==> src/rtl/fp16_norm_sequencer_if.sv <==
// rtl/fp16_norm_sequencer_if.sv - operand/result handshake bundle for the FP16 normalization sequencer
interface fp16_norm_sequencer_if #(
  parameter int EXP_W  = 5,
  parameter int MANT_W = 12
);
  logic              in_valid;
  logic              in_ready;
  logic [EXP_W-1:0]  in_exp;
  logic [MANT_W-1:0] in_mant;
  logic              in_sticky;

  logic              out_valid;
  logic              out_ready;
  logic [EXP_W-1:0]  out_exp;
  logic [MANT_W-3:0] out_frac;
  logic              out_sticky;
  logic              out_zero;
  logic              out_ovf;
  logic              out_subn;

  // Upstream adder stage / downstream pack stage side
  modport master (
    output in_valid, in_exp, in_mant, in_sticky, out_ready,
    input  in_ready, out_valid, out_exp, out_frac, out_sticky, out_zero, out_ovf, out_subn
  );

  // Sequencer side
  modport slave (
    input  in_valid, in_exp, in_mant, in_sticky, out_ready,
    output in_ready, out_valid, out_exp, out_frac, out_sticky, out_zero, out_ovf, out_subn
  );
endinterface

==> src/rtl/fp16_norm_sequencer.sv <==
// rtl/fp16_norm_sequencer.sv - one-bit-per-cycle FP16 post-add normalization controller
module fp16_norm_sequencer #(
  parameter int EXP_W  = 5,
  parameter int MANT_W = 12,
  parameter int CNT_W  = 4
) (
  input  logic                 clk,
  input  logic                 reset_n,
  fp16_norm_sequencer_if.slave bus,
  output logic                 busy,
  output logic [CNT_W-1:0]     shift_count
);
  localparam int FRAC_W = MANT_W - 2;
  localparam logic [EXP_W-1:0] EXP_MAX = '1;
  localparam logic [EXP_W-1:0] EXP_ONE = EXP_W'(1);

  typedef enum logic [2:0] {IDLE, CHECK, SHIFT_R, SHIFT_L, DONE} state_t;

  state_t state_q, state_d;

  logic [EXP_W-1:0]  exp_q;
  logic [MANT_W-1:0] mant_q;
  logic              sticky_q;
  logic [CNT_W-1:0]  cnt_q;
  logic              zero_q;
  logic              ovf_q;
  logic              in_ready_q;

  logic              out_valid_q;
  logic [EXP_W-1:0]  out_exp_q;
  logic [FRAC_W-1:0] out_frac_q;
  logic              out_sticky_q;
  logic              out_zero_q;
  logic              out_ovf_q;
  logic              out_subn_q;

  logic              accept;
  logic              handshake;
  logic [EXP_W-1:0]  exp_step;
  logic [MANT_W-1:0] mant_shl;
  logic [MANT_W-1:0] mant_shr;
  logic              fin_subn;
  logic [EXP_W-1:0]  fin_exp;
  logic [FRAC_W-1:0] fin_frac;

  assign accept    = (state_q == IDLE) && bus.in_valid && in_ready_q;
  assign handshake = out_valid_q && bus.out_ready;

  // Single shared exponent stepper: +1 while shifting right, -1 (add all-ones) otherwise
  assign exp_step = exp_q + ((state_q == SHIFT_R) ? EXP_ONE : EXP_MAX);
  assign mant_shl = {mant_q[MANT_W-2:0], 1'b0};
  assign mant_shr = {1'b0, mant_q[MANT_W-1:1]};

  // Final result formatting: zero beats subnormal beats overflow
  assign fin_subn = !zero_q && !mant_q[MANT_W-2];
  assign fin_exp  = zero_q   ? '0 :
                    fin_subn ? '0 :
                    ovf_q    ? EXP_MAX : exp_q;
  assign fin_frac = (zero_q || ovf_q) ? '0 : mant_q[FRAC_W-1:0];

  // Next-state decode
  always_comb begin
    state_d = state_q;
    case (state_q)
      IDLE: begin
        if (accept) state_d = CHECK;
      end
      CHECK: begin
        if (mant_q == '0)             state_d = DONE;
        else if (mant_q[MANT_W-1])    state_d = SHIFT_R;
        else if (mant_q[MANT_W-2])    state_d = DONE;
        else if (exp_q == EXP_ONE)    state_d = DONE;
        else                          state_d = SHIFT_L;
      end
      SHIFT_R: state_d = DONE;
      SHIFT_L: begin
        if (mant_shl[MANT_W-2] || (exp_step == EXP_ONE)) state_d = DONE;
      end
      DONE: begin
        if (handshake) state_d = IDLE;
      end
      default: state_d = IDLE;
    endcase
  end

  // State register; in_ready is registered so it rises one edge after reset release
  always_ff @(posedge clk or negedge reset_n) begin
    if (!reset_n) begin
      state_q    <= IDLE;
      in_ready_q <= 1'b0;
    end else begin
      state_q    <= state_d;
      in_ready_q <= (state_d == IDLE);
    end
  end

  // Working exponent/mantissa datapath, stepped one bit per cycle
  always_ff @(posedge clk or negedge reset_n) begin
    if (!reset_n) begin
      exp_q    <= '0;
      mant_q   <= '0;
      sticky_q <= 1'b0;
      cnt_q    <= '0;
      zero_q   <= 1'b0;
      ovf_q    <= 1'b0;
    end else begin
      case (state_q)
        IDLE: begin
          if (accept) begin
            exp_q    <= (bus.in_exp == '0) ? EXP_ONE : bus.in_exp;
            mant_q   <= bus.in_mant;
            sticky_q <= bus.in_sticky;
            cnt_q    <= '0;
            zero_q   <= 1'b0;
            ovf_q    <= 1'b0;
          end
        end
        CHECK: begin
          if (mant_q == '0) begin
            zero_q <= 1'b1;
            exp_q  <= '0;
          end
        end
        SHIFT_R: begin
          mant_q   <= mant_shr;
          sticky_q <= sticky_q | mant_q[0];
          exp_q    <= exp_step;
          if (exp_step == EXP_MAX) begin
            ovf_q              <= 1'b1;
            mant_q[FRAC_W-1:0] <= '0;
          end
        end
        SHIFT_L: begin
          mant_q <= mant_shl;
          exp_q  <= exp_step;
          cnt_q  <= cnt_q + CNT_W'(1);
        end
        default: ;
      endcase
    end
  end

  // Result register: captured on the first DONE cycle, held until the downstream handshake
  always_ff @(posedge clk or negedge reset_n) begin
    if (!reset_n) begin
      out_valid_q  <= 1'b0;
      out_exp_q    <= '0;
      out_frac_q   <= '0;
      out_sticky_q <= 1'b0;
      out_zero_q   <= 1'b0;
      out_ovf_q    <= 1'b0;
      out_subn_q   <= 1'b0;
    end else if ((state_q == DONE) && !out_valid_q) begin
      out_valid_q  <= 1'b1;
      out_exp_q    <= fin_exp;
      out_frac_q   <= fin_frac;
      out_sticky_q <= sticky_q;
      out_zero_q   <= zero_q;
      out_ovf_q    <= ovf_q;
      out_subn_q   <= fin_subn;
    end else if (handshake) begin
      out_valid_q <= 1'b0;
    end
  end

  assign bus.in_ready   = in_ready_q;
  assign bus.out_valid  = out_valid_q;
  assign bus.out_exp    = out_exp_q;
  assign bus.out_frac   = out_frac_q;
  assign bus.out_sticky = out_sticky_q;
  assign bus.out_zero   = out_zero_q;
  assign bus.out_ovf    = out_ovf_q;
  assign bus.out_subn   = out_subn_q;
  assign busy           = (state_q != IDLE);
  assign shift_count    = cnt_q;
endmodule

==> src/flat_wrapper.sv <==
// flat-port wrapper written by rule: the top's interface ports become plain ports
module fp16_norm_sequencer_flat 
#(
  parameter int EXP_W  = 5,
  parameter int MANT_W = 12,
  parameter int CNT_W  = 4
)
  (clk, reset_n, busy, shift_count, bus_in_valid, bus_in_exp, bus_in_mant, bus_in_sticky, bus_out_ready, bus_in_ready, bus_out_valid, bus_out_exp, bus_out_frac, bus_out_sticky, bus_out_zero, bus_out_ovf, bus_out_subn);
  fp16_norm_sequencer_if #(.EXP_W(EXP_W), .MANT_W(MANT_W)) bus_i ();
  input  logic clk;
  input  logic reset_n;
  output logic busy;
  output logic [CNT_W-1:0] shift_count;
  input wire logic [$bits(bus_i.in_valid)-1:0] bus_in_valid;
  input wire logic [$bits(bus_i.in_exp)-1:0] bus_in_exp;
  input wire logic [$bits(bus_i.in_mant)-1:0] bus_in_mant;
  input wire logic [$bits(bus_i.in_sticky)-1:0] bus_in_sticky;
  input wire logic [$bits(bus_i.out_ready)-1:0] bus_out_ready;
  output wire logic [$bits(bus_i.in_ready)-1:0] bus_in_ready;
  output wire logic [$bits(bus_i.out_valid)-1:0] bus_out_valid;
  output wire logic [$bits(bus_i.out_exp)-1:0] bus_out_exp;
  output wire logic [$bits(bus_i.out_frac)-1:0] bus_out_frac;
  output wire logic [$bits(bus_i.out_sticky)-1:0] bus_out_sticky;
  output wire logic [$bits(bus_i.out_zero)-1:0] bus_out_zero;
  output wire logic [$bits(bus_i.out_ovf)-1:0] bus_out_ovf;
  output wire logic [$bits(bus_i.out_subn)-1:0] bus_out_subn;
  assign bus_i.in_valid = bus_in_valid;
  assign bus_i.in_exp = bus_in_exp;
  assign bus_i.in_mant = bus_in_mant;
  assign bus_i.in_sticky = bus_in_sticky;
  assign bus_i.out_ready = bus_out_ready;
  assign bus_in_ready = bus_i.in_ready;
  assign bus_out_valid = bus_i.out_valid;
  assign bus_out_exp = bus_i.out_exp;
  assign bus_out_frac = bus_i.out_frac;
  assign bus_out_sticky = bus_i.out_sticky;
  assign bus_out_zero = bus_i.out_zero;
  assign bus_out_ovf = bus_i.out_ovf;
  assign bus_out_subn = bus_i.out_subn;
  fp16_norm_sequencer #(.EXP_W(EXP_W), .MANT_W(MANT_W), .CNT_W(CNT_W)) u_core (.clk(clk), .reset_n(reset_n), .bus(bus_i), .busy(busy), .shift_count(shift_count));
endmodule
==> config.mk <==
export PLATFORM = sky130hd
export DESIGN_NAME = fp16_norm_sequencer_flat
export DESIGN_NICKNAME = d
export VERILOG_FILES = /design/src/rtl/fp16_norm_sequencer_if.sv /design/src/rtl/fp16_norm_sequencer.sv /design/src/flat_wrapper.sv
export SDC_FILE = /design/constraint.sdc
export NUM_CORES = 1
export LEC_CHECK = 0
export CORE_AREA = 2 2 96 61
export CTS_BUF_LIST = sky130_fd_sc_hd__clkbuf_4
export DETAILED_ROUTE_END_ITERATION = 16
export DIE_AREA = 0 0 98 63
export DONT_BUFFER_PORTS = 1
export PLACE_DENSITY = 0.72
export REMOVE_ABC_BUFFERS = 1
export SLEW_MARGIN = 20
export SYNTH_ARGS = -nofsm -noshare
export SYNTH_HDL_FRONTEND = slang
export SYNTH_SLANG_ARGS = --single-unit
==> constraint.sdc <==
create_clock -name clk -period 2.6 [get_ports clk]
set_input_delay 0.26 -clock clk [delete_from_list [all_inputs] [get_ports clk]]
set_output_delay 0.26 -clock clk [all_outputs]
set_load 0.03 [all_outputs]
Yosys cells after proc, flatten, opt, wreduce, memory -nomap -nowiden --
Index checks and enable logic that the tools add are counted. Widths: inputs -> output; s select.
Word-level totals: memory bits (read-only) 0, bits in latches 0, memory bits (writable) 0, input port bits 22, output and inout bits 26, word-level logic and storage cells 87, memories kept 0, register bits 48
Cells by class: $lt $le $gt $ge 0, $add $sub $neg 2, multiply operators 0, eq/ne operators 10, bitwise gates (word level) 1, reduce and logical (&&, ||, !) cells 28, shift operators 0, muxes and demuxes 31, divide/modulo/power cells 0
Operators with widths (number):
- $pmux 12 s3 | 1
- $mux 5 | 7
- $mux 3 | 7
- $mux 10 | 2
- $pmux 3 s5 | 1
- $pmux 5 s3 | 1
- $logic_not 12->1 | 1
- $mux 12 | 1
- $eq 5x1->1 const B | 2
- $reduce_and 3->1 | 3
- $reduce_bool 3->1 | 3
- $pmux 4 s2 | 1
- $reduce_bool 2->1 | 4
- $eq 3x2->1 const B | 2
- $logic_not 3->1 | 2
- $mux 1 | 6
- $pmux 1 s2 | 3
- $reduce_and 2->1 | 3
- $add 5x5->5 | 1
- $eq 5x5->1 const B | 1
- $logic_and 1x1->1 | 5
- $logic_not 5->1 | 1
- $add 4x1->4 const B | 1
- $mux 4 | 1
- other kinds (8) | 12

Depth between registers and ports, before layout --
Gate-level depths: netlist of run 1.
depth in word-level cells 8, depth in mapped cells 10

Worst setup path before layout of run 1 --
OpenSTA, ideal clock, no wires.
kind register to register, start point register u_core.state_q[0], end point register u_core.exp_q[3], stages on the path, launching flop included 9, period minus slack after synthesis 2.543 ns, library setup time 0.125 ns, path slack 0.057 ns, required time 2.475 ns, arrival 2.418 ns, cell sequence dfrtp_1 > buf_2 > nor3b_4 > inv_1 > ha_1 > and3_1 > or3_4 > a32o_1 > mux2_4
Between the ends: longest elaborated chain between the ends 5
Ends and longest elaborated chain:
- start: declaration | RTL line fp16_norm_sequencer.sv:19 | state_t state_q, state_d;
- start signal: assignment | RTL line fp16_norm_sequencer.sv:92 | state_q <= state_d;
- parallel branches: the longest is 5 deep, another holds $add 5x5->5
- end signal: assignment | RTL line fp16_norm_sequencer.sv:110 | exp_q <= (bus.in_exp == '0) ? EXP_ONE : bus.in_exp;
- end signal: assignment | RTL line fp16_norm_sequencer.sv:127 | exp_q <= exp_step;
- end signal: assignment | RTL line fp16_norm_sequencer.sv:135 | exp_q <= exp_step;
- end: declaration | RTL line fp16_norm_sequencer.sv:21 | logic [EXP_W-1:0] exp_q;
Parallel ways; which one is timed is not known. A chain may end at the register's enable or synchronous reset.

Worst setup path after layout of run 1 --
start point register u_core.state_q[0], end point register u_core.mant_q[7]
Between the ends: longest elaborated chain between the ends 6
Ends and longest elaborated chain:
- $eq 3x2->1 | RTL line fp16_norm_sequencer.sv:50, fp16_norm_sequencer.sv:107
- $mux 5 | RTL line fp16_norm_sequencer.sv:50 | assign exp_step = exp_q + ((state_q == SHIFT_R) ? EXP_ONE : EXP_MAX);
- $add 5x5->5 | RTL line fp16_norm_sequencer.sv:50
- $eq 5x5->1 | RTL line fp16_norm_sequencer.sv:128 | if (exp_step == EXP_MAX) begin
- $mux 10 | RTL line fp16_norm_sequencer.sv:128
- $pmux 12 s3 | RTL line fp16_norm_sequencer.sv:107 | case (state_q)
- end signal: assignment | RTL line fp16_norm_sequencer.sv:111 | mant_q <= bus.in_mant;
- end signal: assignment | RTL line fp16_norm_sequencer.sv:125 | mant_q <= mant_shr;
- end signal: assignment | RTL line fp16_norm_sequencer.sv:134 | mant_q <= mant_shl;
- end: declaration | RTL line fp16_norm_sequencer.sv:22 | logic [MANT_W-1:0] mant_q;
Parallel ways exist; a longest one is shown, timed or not.

==> Flow_metrics.wiki, run 1 <==
{| class="wikitable"
! Metric !! Value
|-
| Status || completed
|-
| # H-tree levels || 2
|-
| Total of fill cells in the finished design || 488
|-
| Data required time at the worst endpoint || 2850 ps
|-
| Yosys warning count || 0
|-
| Postcts setup bufs || 0
|-
| Overflow left after global routing || 0
|-
| CORE AREA || 5330 um^2
|-
| Global-route wire length before repair || 10,700 um
|-
| Root Buffer Master || clkbuf_4
|-
| Number of synthesized flops with an enable pin || 0
|-
| Internal power || 2090 uW
|-
| CP delay by family, top || compound AO/OA/AOI/OAI gates
|-
| # setup viols final || 0
|-
| Cells along the critical path || nor3b_4, inv_1, fa_1, xnor2_2, a2111oi_0, o211a_1, buf_12, o41ai_2
|-
| Cell count after synthesis || 289
|-
| Number of DRC violations after detailed-routing iteration 0 || 135
|-
| Unrepaired setup endpoints after global routing || false
|-
| Starting utilization of the core area || 53.3%
|-
| Largest fanout on the critical path || 11
|-
| Wire length per cell || 17.8 um
|-
| Number of pins exceeding their max-slew limit in the final report || 0
|-
| Clock network power share || 8.2%
|-
| Total of flip-flops plus latches after synthesis || 48
|-
| Number of nets in the layout || 324
|-
| # DRC || 0
|-
| Top post-synthesis cells by area || dfrtp_1 42%, o21ai_0 7.2%, nand2_1 5.0%, o41ai_2 4.0%, o221ai_1 3.4%
|-
| Number of buffers between clock root and the deepest sink || 2
|-
| CTS tree || built
|-
| Share of the synthesized area in the top cell type || 42.3%
|-
| Worst vdd ir || 0.000461 V
|-
| Latest clock arrival within the worst-skew pair || 360 ps
|-
| Number of vias in the routed layout || 2,248
|-
| Port-buffer cells || 0
|-
| Worst Setup Start Kind || flop
|-
| Clock transition time at the flip-flop clock pins of the worst setup and hold paths || 140 ps
|-
| Switching power total || 2150 uW
|-
| Endpoint class of the critical path || flop
|-
| Async S/R FF share, synth || 100%
|-
| Fraction of final layout cells sized beyond drive strength 1 || 15.9%
|-
| Total count of hold-check failures in the final report || 0
|-
| Via density per instance || 6.16
|-
| Power Total || 4240 uW
|-
| Worst slack, placed || 72.1 ps
|-
| Post-synth top area cell || dfrtp_1
|-
| Clock tree skew after final layout || 8.95 ps
|-
| Flop pwr share || 40.6%
|-
| Combinational Power Share || 51.1%
|-
| Maximum number of pins on one net before global-route repair || 49
|-
| Die Area || 6170 um^2
|-
| Max stage delay on crit path || 470 ps
|-
| Number of global-route vias before repair || 2,160
|-
| I/O pin total || 48
|-
| Worst hold path type || input port to flop
|-
| Slowest CP cell || fa_1
|-
| Highest-count cells in the layout ignoring fill and taps || 48 x dfrtp_1, 40 x o21ai_0, 38 x nand2_1
|-
| Overall global routing resource usage || 21.8%
|-
| Antenna violations before repair || 0
|-
| Number of distinct library cells after synthesis || 53
|-
| Peak clock frequency supported by timing || 406 MHz
|-
| Final Wtd Congestion || 0.844
|-
| Most used flip-flop cell after synthesis || dfrtp_1
|-
| Synth Cell Area || 2840 um^2
|-
| Final worst-path cycle share || 94.7%
|-
| Rel. slew slack || 53.3%
|-
| Number of max-cap violations || 0
|-
| Class of the most critical setup path || flop to flop
|-
| Power density relative to cell area || 1380 nW/um^2
|-
| Slack of the critical path || 138 ps
|-
| Leakage power || 0.00146 uW
|-
| Crit path arrival time || 2710 ps
|-
| Net switching fraction of the power || 50.6%
|-
| Cell row count || 21
|-
| Die Width || 98 um
|-
| Residual antenna-violating net count after detailed routing || 0
|-
| Average instance area after synthesis || 9.83 um^2
|-
| Commonest non-fill, non-tap cell in the layout || dfrtp_1
|-
| Dpl hpwl || 4730 um
|-
| Synthesis-to-layout area growth || 8.10%
|-
| Post-detailed-routing wire length || 6490 um
|-
| Vertical die dimension || 63 um
|-
| Number of buffers and inverters on the critical path || 2
|-
| Antenna diode instance count || 0
|-
| Final critical-path required period || 2460 ps
|-
| TritonCTS Buffers || 5
|-
| Reg2Reg Setup Slack || 140 ps
|-
| Total clock sinks || 48
|-
| Portion of the post-synthesis area used by sequential elements || 42.3%
|-
| Measured slew at the worst slew-check pin || 697 ps
|-
| Number of search-and-repair iterations in the first detailed-routing pass || 4
|}
-- power groups by stage --
stage	combinational, uW	sequential [uW]	clock (uW)
after floorplan	1480	1710	0
after global placement	2030	1730	0
after detailed placement	2080	1740	0
after CTS	2110	1720	360
after global routing	2420	1770	395
final	2170	1720	349
-- layer usage --
layer  wire length [um]  global-route usage [%]  up-vias
met5                  0                       0        -
met4                 35                    3.47        0
met3                575                    8.50        4
met2               2710                    30.2       88
met1               3180                    32.5     1079
li1                   -                       -     1077
-- flip-flops by register name, summed over array words and instances (netlist names), 3 cells and up --
name	count
u_core.mant_q	12
u_core.bus.out_frac	10
u_core.bus.out_exp	5
u_core.exp_q	5
u_core.shift_count	4
u_core.state_q	3
-- area by class of cell --
class	instances	area (um^2)	area share, %
inverter	17	63.8	2.08
timing repair buffer	15	150	4.89
clock buffer	5	37.5	1.22
tap	69	86.3	2.81
clock inverter	3	17.5	0.570
sequential	48	1200	39.1
multi-input combinational	208	1520	49.3
-- cells in the mapped netlist (3+ instances only) --
cell type / instances
clkbuf_1: 9
dfrtp_1: 48
nor2_1: 6
nor4_4: 3
ha_1: 6
a21oi_1: 9
o31ai_1: 3
o21ai_0: 41
and2_1: 10
buf_2: 4
nand2_1: 38
o221ai_1: 11
mux2_4: 3
mux2_2: 3
inv_1: 17
o41ai_2: 7
a211oi_1: 3
a21o_1: 4
mux2i_1: 3
nand3b_1: 9
nand3_1: 9
nor3_1: 3
-- through the flow --
step                      area [um^2]  TNS, ps  hold WS [ps]  utilization [%]  instances
after floorplan                  2760    -2950         -35.6                -        273
after global placement           2950        0         -34.5             55.3        354
after detailed placement         2950        0         -34.6             55.3        354
after CTS                        3050        0          49.2             57.2        365
after global routing             3070        0          55.2             57.6        365
final                            3070        0          60.0             57.6        365
-- worst paths after layout --
check / to / depth (start not counted) / startpoint
worst max-delay path: u_core.mant_q[7] / 8 / u_core.state_q[0]
min in group asynchronous: u_core.bus.out_exp[2] / 2 / reset_n
worst min register to register: u_core.bus.out_sticky / 1 / u_core.sticky_q
worst max register to register: u_core.mant_q[7] / 8 / u_core.state_q[0]
max in group asynchronous: u_core.state_q[2] / 2 / reset_n
worst min-delay path: u_core.sticky_q / 2 / bus_in_sticky
-- kinds of logic (layout without fill, tap and decap cells) --
kind of cell | count (synthesis) | in the layout | synth area share (%)
buf+inv | 33 | 40 | 5.06
flops | 48 | 48 | 42.3
fa+ha+maj | 7 | 7 | 3.35
simple gates | 91 | 91 | 18.9
compound gates | 97 | 97 | 24.8
xor+xnor | 4 | 4 | 1.72
mux | 9 | 9 | 3.83
-- repair_timing --
item / 4_1_cts / 5_1_grt
hold buffers: 3 / 0
endpoints found under the hold margin: 49 / 0
setup endpoints to repair: 0 / 12
gates resized for setup: 0 / 5
Note: power is estimated with default switching activity, not from simulation.
==> run 2: changes to the inputs <==
- SETUP_SLACK_MARGIN: unset -> 0.15
==> Flow_metrics.wiki, run 2 (synthesized netlist as in run 1, its figures left out) <==
{| class="wikitable"
! Metric !! Value
|-
| Largest fanout on the critical path || 11 (unchanged)
|-
| Measured slew at the worst slew-check pin || 704 ps (was 697 ps)
|-
| Port-buffer cells || 0 (unchanged)
|-
| Number of buffers between clock root and the deepest sink || 2 (unchanged)
|-
| Die Area || 6170 um^2 (unchanged)
|-
| Register with the most flip-flops || u_core.mant_q (unchanged)
|-
| Data required time at the worst endpoint || 2870 ps (was 2850 ps)
|-
| Total count of hold-check failures in the final report || 0 (unchanged)
|-
| # setup viols final || 0 (unchanged)
|-
| Maximum number of pins on one net before global-route repair || 49 (unchanged)
|-
| Root Buffer Master || clkbuf_4 (unchanged)
|-
| Cell row count || 21 (unchanged)
|-
| Rel. slew slack || 52.9% (was 53.3%)
|-
| Power density relative to cell area || 1390 nW/um^2 (was 1380 nW/um^2)
|-
| Overflow left after global routing || 0 (unchanged)
|-
| Endpoint class of the critical path || flop (unchanged)
|-
| Worst Setup Start Kind || flop (unchanged)
|-
| Placed inst area || 2950 um^2 (unchanged)
|-
| Die Width || 98 um (unchanged)
|-
| Total clock sinks || 48 (unchanged)
|-
| Clock tree skew after final layout || 10.0 ps (was 8.95 ps)
|-
| CORE AREA || 5330 um^2 (unchanged)
|-
| TNS Setup || 0 ps (unchanged)
|-
| CTS tree || built (unchanged)
|-
| Number of max-cap violations || 0 (unchanged)
|-
| Number of pins exceeding their max-slew limit in the final report || 0 (unchanged)
|-
| Latest clock arrival within the worst-skew pair || 360 ps (about the same)
|-
| Final instance area || 3120 um^2 (was 3070 um^2)
|-
| Residual antenna-violating net count after detailed routing || 0 (unchanged)
|-
| Overall global routing resource usage || 21.9% (was 21.8%)
|-
| Class of the most critical setup path || flop to flop (unchanged)
|-
| Startpoint of the lowest-slack register-to-register path || u_core.state_q[0] (unchanged)
|-
| Via density per instance || 6.08 (was 6.16)
|-
| Slowest CP cell || dfrtp_1 (was fa_1)
|-
| Max stage delay on crit path || 430 ps (was 470 ps)
|-
| Instance count along the most critical hold path || 2 (unchanged)
|-
| Unrepaired setup endpoints after global routing || true (was false)
|-
| I/O pin total || 48 (unchanged)
|-
| TritonCTS Buffers || 5 (unchanged)
|-
| Number of nets in the layout || 325 (was 324)
|-
| Final core utilization || 58.4% (was 57.6%)
|-
| Wire length per cell || 17.8 um (about the same)
|-
| Number of cell instances on the worst register-to-register path || 8 (unchanged)
|-
| Number of vias in the routed layout || 2,224 (was 2,248)
|-
| Commonest non-fill, non-tap cell in the layout || dfrtp_1 (unchanged)
|-
| Leakage power || 0.00147 uW (was 0.00146 uW)
|-
| Crit path arrival time || 2640 ps (was 2710 ps)
|-
| Final worst-path cycle share || 91.1% (was 94.7%)
|-
| Dpl hpwl || 4730 um (unchanged)
|-
| Fraction of final layout cells sized beyond drive strength 1 || 16.8% (was 15.9%)
|-
| Number of flip-flops under the largest register name || 12 (unchanged)
|-
| Peak clock frequency supported by timing || 422 MHz (was 406 MHz)
|-
| Antenna diode instance count || 0 (unchanged)
|-
| Number of global-route vias before repair || 2,168 (was 2,160)
|-
| Vertical die dimension || 63 um (unchanged)
|-
| # DRC || 0 (unchanged)
|-
| Number of search-and-repair iterations in the first detailed-routing pass || 4 (unchanged)
|-
| Worst-case hold path end point || u_core.sticky_q (unchanged)
|-
| Post-detailed-routing wire length || 6500 um (was 6490 um)
|-
| Number of DRC violations after detailed-routing iteration 0 || 114 (was 135)
|-
| Starting utilization of the core area || 53.3% (unchanged)
|-
| Status || completed (unchanged)
|-
| Final critical-path required period || 2370 ps (was 2460 ps)
|-
| Worst vdd ir || 0.000471 V (was 0.000461 V)
|-
| Reg-to-reg critical path endpoint || u_core.mant_q[7] (unchanged)
|-
| Worst hold path type || input port to flop (unchanged)
|-
| Reg2Reg Setup Slack || 230 ps (was 140 ps)
|-
| Synthesis-to-layout area growth || 9.69% (was 8.10%)
|-
| Clock transition time at the flip-flop clock pins of the worst setup and hold paths || 140 ps (about the same)
|-
| Highest-count cells in the layout ignoring fill and taps || 48 x dfrtp_1, 40 x o21ai_0, 38 x nand2_1 (unchanged)
|-
| Final Wtd Congestion || 0.844 (unchanged)
|-
| Cells along the critical path || nor3b_4, inv_2, ha_1, and3_1, or3_4, o211a_1, buf_12, o41ai_2 (was nor3b_4, inv_1, fa_1, xnor2_2, a2111oi_0, o211a_1, buf_12, o41ai_2)
|-
| Global-route wire length before repair || 10,800 um (was 10,700 um)
|-
| Antenna violations before repair || 0 (unchanged)
|-
| # H-tree levels || 2 (unchanged)
|-
| Critical hold path startpoint || bus_in_sticky (unchanged)
|}
## run 2: cell type report
type | count | area, um^2
clock buffers | 5 | 37.5
multi-input cells | 208 | 1550
repair buffers | 16 | 158
clock inverters | 3 | 17.5
flip-flops and latches | 48 | 1200
well taps | 69 | 86.3
inverters | 17 | 63.8
fillers | 480 | 2220
## run 2: worst max path at each step
| stage | cells after the start | endpoint | startpoint |
|---|---|---|---|
| floorplan | 7 | u_core.mant_q[2] | u_core.state_q[0] |
| global placement | 8 | u_core.mant_q[2] | u_core.state_q[0] |
| detailed placement | 8 | u_core.mant_q[2] | u_core.state_q[0] |
| CTS | 8 | u_core.mant_q[2] | u_core.state_q[0] |
| global route | 8 | u_core.mant_q[1] | u_core.state_q[0] |
| finish | 8 | u_core.mant_q[7] | u_core.state_q[0] |
## run 2: what timing repair did
item                                    4_1_cts  5_1_grt
endpoints found under the setup margin       12       14
setup buffers                                 0        1
hold buffers                                  3        0
gates resized for setup                       4        6
hold endpoints to repair                     49        0
## run 2: worst max-delay path, delay by kind of cell, from the launching register on
family	cells	cell delay, ps
and+or+nand+nor	3	820
AOI/OAI and AO/OA	2	440
DFF	1	430
adders and majority gates	1	320
buffers and inverters	2	270
## run 2: metal layers
layer | up-vias | track usage (%) | wire, um
met5 | - | 0 | 0
li1 | 1079 | - | -
met1 | 1064 | 32.6 | 3300
met3 | 4 | 8.50 | 523
met2 | 77 | 30.6 | 2640
met4 | 0 | 3.47 | 36
## run 2: power by group
part / leakage, uW / total [uW] / switching (uW) / internal [uW]
logic: 0.000861 / 2260 / 1280 / 983
registers: 0.000573 / 1730 / 681 / 1050
clock network: 0.0000330 / 349 / 244 / 105
total: 0.00147 / 4340 / 2200 / 2140
## run 2: through the flow
step	power (uW)	worst slack, ps	hold WS [ps]	std cells
5_1_grt	4680	147	55.2	366
3_5_place_dp	3820	72.1	-34.6	354
2_1_floorplan	3190	-238	-35.6	273
4_1_cts	4250	157	49.2	365
3_3_place_gp	3760	217	-34.5	354
6_report	4340	231	54.6	366
